`src/rtl/ex_mem_stage_pkg.sv`:
```
// Shared definitions for the EX->MEM stage: widths, opcode encodings, flag bit
// positions and the per-opcode flag write-mask decode.
package ex_mem_stage_pkg;

    localparam int DW  = 16;
    localparam int RW  = 4;
    localparam int OPW = 4;

    localparam int FLG_Z = 2;
    localparam int FLG_V = 1;
    localparam int FLG_N = 0;

    typedef enum logic [OPW-1:0] {
        OP_ADD    = 4'b0000,
        OP_SUB    = 4'b0001,
        OP_XOR    = 4'b0010,
        OP_RED    = 4'b0011,
        OP_SLL    = 4'b0100,
        OP_SRA    = 4'b0101,
        OP_ROR    = 4'b0110,
        OP_PADDSB = 4'b0111,
        OP_LW     = 4'b1000,
        OP_SW     = 4'b1001,
        OP_LHB    = 4'b1010,
        OP_LLB    = 4'b1011,
        OP_B      = 4'b1100,
        OP_BR     = 4'b1101,
        OP_PCS    = 4'b1110,
        OP_HLT    = 4'b1111
    } opcode_e;

    // Which of {Z,V,N} an opcode writes; unlisted bits keep their old value.
    function automatic logic [2:0] flag_write_mask(input logic [OPW-1:0] op);
        logic [2:0] mask;
        mask = 3'b000;
        case (op)
            OP_ADD, OP_SUB: mask = 3'b111;
            OP_XOR, OP_RED, OP_SLL, OP_SRA, OP_ROR: mask = 3'b100;
            default: mask = 3'b000;
        endcase
        return mask;
    endfunction

endpackage

```
`src/rtl/ex_mem_stage_flag_reg.sv`:
```
// Architectural {Z,V,N} flag register, updated from the ALU result of an
// instruction as it is accepted out of EX.
module flag_reg
    import ex_mem_stage_pkg::*;
#(
    parameter int P_DW  = DW,
    parameter int P_OPW = OPW
) (
    input  logic             clk,
    input  logic             rst,
    input  logic             en,
    input  logic [P_OPW-1:0] opcode,
    input  logic [P_DW-1:0]  result,
    input  logic             ovfl,
    output logic [2:0]       flags
);

    logic [2:0] flags_q;
    logic [2:0] flags_d;
    logic [2:0] computed;
    logic [2:0] mask;

    always_comb begin
        computed        = 3'b000;
        computed[FLG_Z] = (result == '0);
        computed[FLG_V] = ovfl;
        computed[FLG_N] = result[P_DW-1];
        mask            = en ? flag_write_mask(opcode) : 3'b000;
        flags_d         = (computed & mask) | (flags_q & ~mask);
    end

    always_ff @(posedge clk) begin
        if (rst) begin
            flags_q <= 3'b000;
        end else begin
            flags_q <= flags_d;
        end
    end

    assign flags = flags_q;

endmodule

```
`src/rtl/ex_mem_stage.sv`:
```
// EX->MEM pipeline register: carries the executed instruction into MEM, owns
// the flag register and the sticky halt, and handles stall/flush bubbles.
module ex_mem_stage
    import ex_mem_stage_pkg::*;
#(
    parameter int P_DW  = DW,
    parameter int P_RW  = RW,
    parameter int P_OPW = OPW
) (
    input  logic             clk,
    input  logic             rst,
    input  logic             stall,
    input  logic             flush,
    input  logic             ex_valid,
    input  logic [P_OPW-1:0] ex_opcode,
    input  logic [P_DW-1:0]  ex_alu_result,
    input  logic             ex_alu_ovfl,
    input  logic [P_DW-1:0]  ex_store_data,
    input  logic [P_RW-1:0]  ex_rd,
    input  logic             ex_reg_wen,
    input  logic             ex_mem_ren,
    input  logic             ex_mem_wen,
    input  logic             ex_halt,
    output logic             mem_valid,
    output logic [P_OPW-1:0] mem_opcode,
    output logic [P_DW-1:0]  mem_alu_result,
    output logic [P_DW-1:0]  mem_store_data,
    output logic [P_RW-1:0]  mem_rd,
    output logic             mem_reg_wen,
    output logic             mem_mem_ren,
    output logic             mem_mem_wen,
    output logic             mem_halt,
    output logic [2:0]       flags
);

    logic             accept;
    logic             halt_q, halt_d;
    logic             valid_q, valid_d;
    logic [P_OPW-1:0] opcode_q, opcode_d;
    logic [P_DW-1:0]  alu_q, alu_d;
    logic [P_DW-1:0]  store_q, store_d;
    logic [P_RW-1:0]  rd_q, rd_d;
    logic             reg_wen_q, reg_wen_d;
    logic             mem_ren_q, mem_ren_d;
    logic             mem_wen_q, mem_wen_d;

    // Once halted, nothing else from EX is allowed to take effect.
    assign accept = ex_valid & ~stall & ~flush & ~halt_q;

    always_comb begin
        halt_d    = halt_q;
        valid_d   = valid_q;
        opcode_d  = opcode_q;
        alu_d     = alu_q;
        store_d   = store_q;
        rd_d      = rd_q;
        reg_wen_d = reg_wen_q;
        mem_ren_d = mem_ren_q;
        mem_wen_d = mem_wen_q;
        if (!stall) begin
            if (flush) begin
                valid_d   = 1'b0;
                reg_wen_d = 1'b0;
                mem_ren_d = 1'b0;
                mem_wen_d = 1'b0;
            end else begin
                opcode_d  = ex_opcode;
                alu_d     = ex_alu_result;
                store_d   = ex_store_data;
                rd_d      = ex_rd;
                valid_d   = accept;
                // HLT travels as a valid instruction but never writes anything.
                reg_wen_d = ex_reg_wen & accept & ~ex_halt;
                mem_ren_d = ex_mem_ren & accept & ~ex_halt;
                mem_wen_d = ex_mem_wen & accept & ~ex_halt;
                if (accept && ex_halt) begin
                    halt_d = 1'b1;
                end
            end
        end
    end

    always_ff @(posedge clk) begin
        if (rst) begin
            halt_q    <= 1'b0;
            valid_q   <= 1'b0;
            opcode_q  <= '0;
            alu_q     <= '0;
            store_q   <= '0;
            rd_q      <= '0;
            reg_wen_q <= 1'b0;
            mem_ren_q <= 1'b0;
            mem_wen_q <= 1'b0;
        end else begin
            halt_q    <= halt_d;
            valid_q   <= valid_d;
            opcode_q  <= opcode_d;
            alu_q     <= alu_d;
            store_q   <= store_d;
            rd_q      <= rd_d;
            reg_wen_q <= reg_wen_d;
            mem_ren_q <= mem_ren_d;
            mem_wen_q <= mem_wen_d;
        end
    end

    flag_reg #(
        .P_DW  (P_DW),
        .P_OPW (P_OPW)
    ) u_flag_reg (
        .clk    (clk),
        .rst    (rst),
        .en     (accept),
        .opcode (ex_opcode),
        .result (ex_alu_result),
        .ovfl   (ex_alu_ovfl),
        .flags  (flags)
    );

    assign mem_valid      = valid_q;
    assign mem_opcode     = opcode_q;
    assign mem_alu_result = alu_q;
    assign mem_store_data = store_q;
    assign mem_rd         = rd_q;
    assign mem_reg_wen    = reg_wen_q;
    assign mem_mem_ren    = mem_ren_q;
    assign mem_mem_wen    = mem_wen_q;
    assign mem_halt       = halt_q;

endmodule
```
`config.mk`:
```
export PLATFORM = sky130hd
export DESIGN_NAME = ex_mem_stage
export DESIGN_NICKNAME = d
export VERILOG_FILES = /design/src/rtl/ex_mem_stage_pkg.sv /design/src/rtl/ex_mem_stage_flag_reg.sv /design/src/rtl/ex_mem_stage.sv
export SDC_FILE = /design/constraint.sdc
export NUM_CORES = 1
export LEC_CHECK = 0
export CORE_ASPECT_RATIO = 2
export CORE_MARGIN = 2
export CORE_UTILIZATION = 41
export CTS_CLUSTER_DIAMETER = 50
export DETAILED_ROUTE_END_ITERATION = 16
export PLACE_DENSITY_LB_ADDON = 0.15
export SLEW_MARGIN = 25
export SYNTH_ARGS = -nofsm -noshare
export SYNTH_HDL_FRONTEND = slang
export SYNTH_SLANG_ARGS = --single-unit
```
`constraint.sdc`:
```
create_clock -name clk -period 2.6 [get_ports clk]
set_clock_uncertainty 0.15 [all_clocks]
set_input_delay 0.52 -clock clk [delete_from_list [all_inputs] [get_ports clk]]
set_output_delay 0.52 -clock clk [all_outputs]
set_load 0.05 [all_outputs]
```
==> impl_results.md <==
* Status: complete, no violations
* Unrepaired setup endpoints after global routing: false
* TritonCTS Sinks at 48
* Maximum clock frequency at 0.4480 GHz
* Worst EP arrival at 1.56 ns
* DR DRC count at 0
* Cell Chain, Critical Path: clkdlybuf4s50_1
* DP HPWL at 3466 um
* Top delay family on crit path: buffers and inverters
* Critical path buffer and inverter count at 1
* RD Place Congestion at 0.7229
* Drt first pass iters at 4
* Setup ws final at 0.3680 ns
* Starting DRT DRC Count at 15
* Post-synth cell types at 17
* Final Hold Fails at 0
* Synth Area in Adders at 0%
* Initial antenna violation count at 0
* Setup bufs post-CTS at 0
* Setup WS pre-CTS at 0.2240 ns
* P per Cell Area at 550.7 nW/um^2
* Fin nets at 361
* Synth warnings at 0
* Post-CTS sizing at 0
* Max Cap Violations at 0
* Clock slew at reported path FFs at 0.09 ns
* Die area at 4820 um^2
* Antenna Cells at 0
* Crit-path slowest cell: clkdlybuf4s50_1
* Peak supply drop at 0.5117 mV
* Crit. End Element: output pin
* Mux share of post-synthesis cell area at 1.149%
* Main combinational cell family by area after synthesis: simple AND/OR/NAND/NOR gates
* Die height at 96.21 um
* I/O pin cnt at 98
* GRT overflow at 0
* CTS tree: done
* Crit start category: flop
* Die span in x at 50.11 um
* Min-Delay Path Class: flop to flop
* Via count at 1734
* Static leakage at 1.020 nW
* Final worst-path cycle share at 85.84%
* Core ar. at 4088 um^2
* Initial Util at 42.64%
* Most common library cell in the layout ignoring fill and taps: clkdlybuf4s50_1
* Total CTS buffers at 5
* Synth Area in XOR/XNOR at 0%
* P&R area growth vs syn at 63.75%
* Max incr delay on CP at 0.84 ns
* Fraction of layout cells with a size suffix above 1 at 5.769%
* Avg Cell Area, Syn at 8.069 um^2
* Detail Route Antenna Nets at 0
* Crit Path Category: flop to output pin
* Clk buf depth at 2
* First-pass GRT wire length at 7389 um
* Worst slew pin tran at 0.7306 ns
* Post-Route Utilization at 69.82%
* Required time worst endpoint at 1.93 ns
* Yosys reg bits at 48
* Post-Route WL at 4631 um
* Latest clock arrival within the worst-skew pair at 0.29 ns
* Compound-cell area share of the yosys netlist at 14.50%
* Largest net degree at the start of global routing at 41
* CTS Hold Buffers Added at 0
* Port bufs at 97
* Row count at 33
* H-tree depth at 2
* Syn Nets at 266
* GRT Overall Usage at 19.93%
* Setup TNS at 0 ns
* Synth Area in Simple Gates at 25.05%
* Most frequent cells in the layout: 96 x clkdlybuf4s50_1, 84 x nand2_1, 48 x dfxtp_1
* CTS root buf: clkbuf_8
* Avg WL per Cell at 12.72 um
* Max-slew violations at 0
* Average vias per placed instance at 4.764
* Vias in the first global route at 1676
* Mapped cell area at 1743 um^2
* Peak fanout along the critical path at 3
* Min Clock Period, post-route at 2.232 ns
* Post-synthesis sequential area ratio at 55.13%
* Final setup fails at 0
* Filler Cell Count at 347
* Slew HR at 51.30%
* Syn Inst Count at 216
==> where the power goes <==
group          leakage (nW)  switching, mW  internal (mW)
Combinational         0.585          0.189          0.140
Clock                0.0434          0.247          0.215
Sequential            0.392         0.0153          0.765
==> state kept, by name, summed over array words and instances, names as in the netlist, named ones only <==
signal,cells
mem_mem_wen,1
mem_halt,1
mem_valid,1
mem_alu_result,16
mem_store_data,16
mem_mem_ren,1
mem_rd,4
mem_opcode,4
mem_reg_wen,1
==> kinds of logic after synthesis <==
| family | count (synthesis) |
|---|---|
| AOI/OAI and AO/OA | 47 |
| buffers and inverters | 18 |
| and+or+nand+nor | 101 |
| muxes | 2 |
| DFF | 48 |
==> layer usage <==
| layer | track usage [%] | part of all wire, % | wire length (um) | vias to the layer above |
|---|---|---|---|---|
| li1 | - | - | - | 897 |
| met1 | 20.12 | 38 | 1758 | 780 |
| met2 | 38.60 | 56 | 2577 | 51 |
| met3 | 4.037 | 4.8 | 224 | 6 |
| met4 | 7.639 | 1.5 | 71 | 0 |
| met5 | 0 | 0 | 0 | - |
==> per-stage QoR <==
| stage | hold slack, ns | area, um^2 | total power [mW] | std cells |
|---|---|---|---|---|
| 6_report | 0.3074 | 2854 | 1.572 | 364 |
| 3_3_place_gp | 0.2907 | 2756 | 1.125 | 356 |
| 4_1_cts | 0.3091 | 2854 | 1.587 | 364 |
| 3_5_place_dp | 0.2961 | 2756 | 1.129 | 356 |
| 5_1_grt | 0.3222 | 2854 | 1.643 | 364 |
| 2_1_floorplan | 0.5025 | 1743 | 0.9694 | 216 |
==> final cells by class <==
type | instances | area, um^2 | area share, %
Multi-Input combinational cell | 150 | 711.9 | 24.95
Clock inverter | 2 | 15.01 | 0.5261
Tap cell | 52 | 65.06 | 2.280
Timing Repair Buffer | 102 | 1003 | 35.16
Sequential cell | 48 | 960.9 | 33.67
Inverter | 4 | 15.01 | 0.5261
Clock buffer | 6 | 82.58 | 2.893
==> Yosys cell counts <==
library cell | number | area (um^2)
nand2_1 | 84 | 315.3
nand3_1 | 1 | 5.000
clkbuf_1 | 10 | 37.54
buf_2 | 4 | 20.02
dfxtp_1 | 48 | 960.9
mux2i_1 | 2 | 20.02
or2_2 | 1 | 6.260
nor3_1 | 1 | 5.000
nor4b_4 | 2 | 47.55
nand4_1 | 2 | 12.51
o21bai_1 | 1 | 7.510
nor2_1 | 7 | 26.28
a311oi_1 | 1 | 8.760
a21oi_1 | 42 | 210.2
inv_1 | 4 | 15.01
nor4_1 | 3 | 18.77
a32oi_1 | 3 | 26.28
==> worst paths after layout <==
check	start	to	slack (ns)	cells past startpoint
setup / recovery	mem_halt$_SDFFE_PP0P_	mem_halt	0.37	1
hold / removal	mem_store_data[14]$_SDFFE_PP0P_	mem_store_data[14]$_SDFFE_PP0P_	0.31	2
setup reg to reg	mem_halt$_SDFFE_PP0P_	flop	1.05	3
hold reg to reg	mem_store_data[14]$_SDFFE_PP0P_	mem_store_data[14]$_SDFFE_PP0P_	0.31	2
Note: power is estimated with default switching activity, not from simulation.
